<file path="src/rtl/demux_stream_1n.sv">
// Registered 1:NUM_CH stream demultiplexer with per-channel one-entry holding
// registers, unicast/broadcast steering and a saturating drop counter for
// beats addressed to a channel that does not exist.
module demux_stream_1n #(
  parameter int DATA_W = 8,
  parameter int NUM_CH = 4,
  parameter int SEL_W  = 2,
  parameter int CNT_W  = 8
) (
  input  logic                     clk,
  input  logic                     rst,
  input  logic                     in_valid,
  output logic                     in_ready,
  input  logic [DATA_W-1:0]        in_data,
  input  logic [SEL_W-1:0]         in_sel,
  input  logic                     in_bcast,
  output logic [NUM_CH-1:0]        out_valid,
  input  logic [NUM_CH-1:0]        out_ready,
  output logic [NUM_CH*DATA_W-1:0] out_data,
  output logic [CNT_W-1:0]         drop_cnt
);

  localparam logic [SEL_W:0]   NumChW = (SEL_W+1)'(NUM_CH);
  localparam logic [CNT_W-1:0] CntMax = '1;

  logic [NUM_CH-1:0]        valid_q, valid_d;
  logic [NUM_CH*DATA_W-1:0] data_q, data_d;
  logic [CNT_W-1:0]         dropCnt_q, dropCnt_d;
  logic [NUM_CH-1:0]        canLoad;
  logic [NUM_CH-1:0]        loadCh;
  logic                     selInRange;
  logic                     selReady;
  logic                     accept;

  // Work out which channels can take a beat and derive the producer handshake.
  always_comb begin
    canLoad    = ~valid_q | out_ready;
    selInRange = ({1'b0, in_sel} < NumChW);
    selReady   = 1'b0;
    for (int k = 0; k < NUM_CH; k++) begin
      if (in_sel == SEL_W'(k)) selReady = canLoad[k];
    end
    if (rst) begin
      in_ready = 1'b1;
    end else if (in_bcast) begin
      in_ready = &canLoad;
    end else if (selInRange) begin
      in_ready = selReady;
    end else begin
      in_ready = 1'b1;
    end
    accept = in_valid & in_ready & ~rst;
  end

  // Next state of every holding register and of the drop counter.
  always_comb begin
    valid_d   = valid_q;
    data_d    = data_q;
    dropCnt_d = dropCnt_q;
    loadCh    = '0;
    for (int k = 0; k < NUM_CH; k++) begin
      loadCh[k]  = accept & (in_bcast | (selInRange & (in_sel == SEL_W'(k))));
      valid_d[k] = loadCh[k] | (valid_q[k] & ~out_ready[k]);
      if (loadCh[k]) data_d[k*DATA_W +: DATA_W] = in_data;
    end
    if (accept && !in_bcast && !selInRange && (dropCnt_q != CntMax)) begin
      dropCnt_d = dropCnt_q + CNT_W'(1);
    end
  end

  // State registers; synchronous reset discards any held beats.
  always_ff @(posedge clk) begin
    if (rst) begin
      valid_q   <= '0;
      data_q    <= '0;
      dropCnt_q <= '0;
    end else begin
      valid_q   <= valid_d;
      data_q    <= data_d;
      dropCnt_q <= dropCnt_d;
    end
  end

  assign out_valid = valid_q;
  assign out_data  = data_q;
  assign drop_cnt  = dropCnt_q;

endmodule

</file>
<file path="config.mk">
export PLATFORM = sky130hd
export DESIGN_NAME = demux_stream_1n
export DESIGN_NICKNAME = d
export VERILOG_FILES = /design/src/rtl/demux_stream_1n.sv
export SDC_FILE = /design/constraint.sdc
export NUM_CORES = 1
export LEC_CHECK = 0
export ABC_AREA = 1
export ABC_CLOCK_PERIOD_IN_PS = 1280
export BUFFER_PORTS_ARGS = -buffer_cell sky130_fd_sc_hd__buf_2
export CAP_MARGIN = 10
export CORE_ASPECT_RATIO = 0.9
export CORE_MARGIN = 2
export CORE_UTILIZATION = 45
export CTS_CLUSTER_SIZE = 12
export DETAILED_ROUTE_END_ITERATION = 10
export GPL_ROUTABILITY_DRIVEN = 0
export MAX_ROUTING_LAYER = met4
export PLACE_DENSITY = 0.75
export SKIP_LAST_GASP = 1
export SYNTH_ARGS = -nofsm -noshare
export SYNTH_HDL_FRONTEND = slang
export SYNTH_SLANG_ARGS = --single-unit
</file>
<file path="constraint.sdc">
create_clock -name clk -period 1.28 [get_ports clk]
set_input_delay 0.128 -clock clk [delete_from_list [all_inputs] [get_ports clk]]
set_output_delay 0.128 -clock clk [all_outputs]
set_load 0.01 [all_outputs]
</file>
==> impl_results.md <==
- Cts hold-fix bufs: 0
- DRC errors left: 0
- Vias in the first global route: 1695
- Period utilization: 111.3%
- Root buf cell: clkbuf_8
- Crit path required time: 1.15 ns
- Vias per cell: 4.588
- Setup-failing EPs final: 34
- Critical Path AT: 1.30 ns
- Final Worst Setup Slack: -0.1452 ns
- Worst Skew: 0.002989 ns
- Setup crit start kind: flop
- Core Box Area: 0.004101 sq mm
- Post-DP HPWL: 3.087 mm
- Clock slew at reported path FFs: 0.07 ns
- Yosys reg bits: 36
- Area grow syn2layout: 37.28%
- Starting Density: 47.13%
- Clock Path Buffers: 2
- H-tree depth: 2
- Violated checks: negative setup slack
- Drt wl/cell: 10.89 microns
- DIE HEIGHT: 66.18 microns
- Clock latency on the worst-skew pair: 0.29 ns
- CP max FO: 5
- Die ar.: 0.004837 sq mm
- Post-synthesis cell count: 295
- Fmax: 701.6 MHz
- LEAKAGE: 1.488 nW
- Max-slew violations: 0
- Drt total wl: 4.649 mm
- Sequential share of the synthesized area: 37.28%
- Clock buffer count from CTS: 5
- Core Rows: 22
- Post-synth cell types: 18
- Total power: 2.895 mW
- Worst ir drop on vdd: 0.8473 mV
- Ant. Diodes: 0
- Commonest non-fill, non-tap cells in the layout: inv_1, nand2_1, buf_2
- Die X: 73.09 microns
- Avg Cell Area, Syn: 6.553 sq um
- Max cap viols: 0
- Hold Fails Final Rpt: 0
- Layout filler cell count: 355
- Register area: 725.7 sq um
- Placed cell area: 0.002342 sq mm
- Status: finished, violations left
- Total congestion overflow: 0
- Period minus WS final: 1.425 ns
- HP Class: input pin to flop
- Power per cell area: 1091 mW/mm^2
- Crit path kind: flop to output port
- Layout cells sized above 1: 33.25%
- I/O Buffers: 54
- Nets: 396
- Cell Area, Synth: 0.001933 sq mm
- Largest net degree at the start of global routing: 41
- Via count: 1959
- Post-route ant nets: 0
- CTS tree: built
- Most common cell after layout, fill and taps aside: inv_1
- RSZ-0062 raised after global routing: yes
- Fin area: 0.002654 sq mm
- GRT Resource Usage Total: 21.38%
- Crit path capture type: output port
- Clk sink count: 36
- Area of the multi-input gates: 905.9 sq um
- First-pass DRT Iterations: 4
- DRT iter0 DRCs: 135
- Number of I/O pins: 63
- Antenna violations before repair: 0
- First-pass GRT wire length: 7.734 mm
- YS warnings: 0
==> what timing repair did <==
item                       in CTS  in global routing
pin swaps                      14                 17
gates resized for setup        15                 19
cloned                          5                  0
setup buffers                   8                  1
setup endpoints to repair      35                 37
==> worst max-delay path: stages, from the launching register on <==
cell,delay [ns]
dfxtp_2,0.33
nand2_2,0.07
nand2_1,0.06
o21ai_1,0.12
nand2_1,0.10
nand2_4,0.11
buf_12,0.12
buf_6,0.10
==> layout make-up <==
| type | count | share of cell area [%] |
|---|---|---|
| Inverter | 81 | 11.46 |
| Clock buffer | 6 | 2.735 |
| Timing Repair Buffer | 82 | 20.74 |
| Sequential cell | 36 | 27.35 |
| Multi-Input combinational cell | 172 | 34.13 |
| Tap cell | 48 | 2.263 |
| Clock inverter | 2 | 1.320 |
==> cells by family after synthesis <==
family,after synthesis,synth area share (%)
and+or+nand+nor,153,37.61
AOI/OAI and AO/OA,7,2.201
buffers and inverters,98,22.72
other,1,0.1940
DFF,36,37.28
==> synthesized netlist by cell type <==
library cell,n,area [sq um]
buf_1,3,11.26
buf_4,9,67.56
buf_6,5,56.30
conb_1,1,3.750
dfxtp_1,36,720.7
inv_1,79,296.5
inv_2,2,7.510
nand2_1,76,285.3
nand2_2,1,6.260
nand2_4,1,11.26
nand3_1,4,20.02
nand3_4,4,70.07
nand4_1,32,200.2
nor2_1,34,127.6
nor2_2,1,6.260
o21ai_0,4,20.02
o21ai_1,1,5.000
o21ai_2,2,17.52
==> state kept, by name (all words and copies together), names as in the netlist <==
signal     flops
out_data      32
out_valid      4
==> layer usage <==
| metal | up-vias | global-route usage (%) | routed length, microns |
|---|---|---|---|
| met2 | 75 | 31.08 | 2078 |
| met4 | 0 | 9.259 | 69 |
| met3 | 6 | 5.030 | 336 |
| met1 | 839 | 28.25 | 2165 |
| li1 | 1039 | - | - |
| met5 | - | - | 0 |
==> final timing paths <==
path,depth (start not counted),endpoint,slack [ns],startpoint
setup reg to reg,10,out_valid[1],-0.12,out_valid[3]
hold / removal,4,out_valid[0],0.13,out_ready[0]
hold reg to reg,4,out_data[4],0.50,out_data[4]
setup / recovery,7,in_ready,-0.15,out_valid[3]
==> through the flow <==
step	setup TNS, ns	util, %	worst slack (ns)	hold WS, ns	std cells
6_report	-2.432	64.70	-0.1452	0.1330	427
5_1_grt	-5.121	64.70	-0.2023	0.1519	427
3_5_place_dp	-1.841	57.11	-0.09634	0.4630	407
3_3_place_gp	-0.8586	57.11	-0.05150	0.4605	407
2_1_floorplan	0	-	0.004400	0.2390	302
4_1_cts	-2.304	64.00	-0.1208	0.1307	427
==> report_power, final <==
part           internal (mW)  switching, mW  leakage [nW]
Sequential              1.19         0.0347         0.296
Clock                  0.578          0.403        0.0552
Combinational          0.289          0.395          1.14
Total                   2.06          0.833          1.49
(Power assumes the default switching activity.)
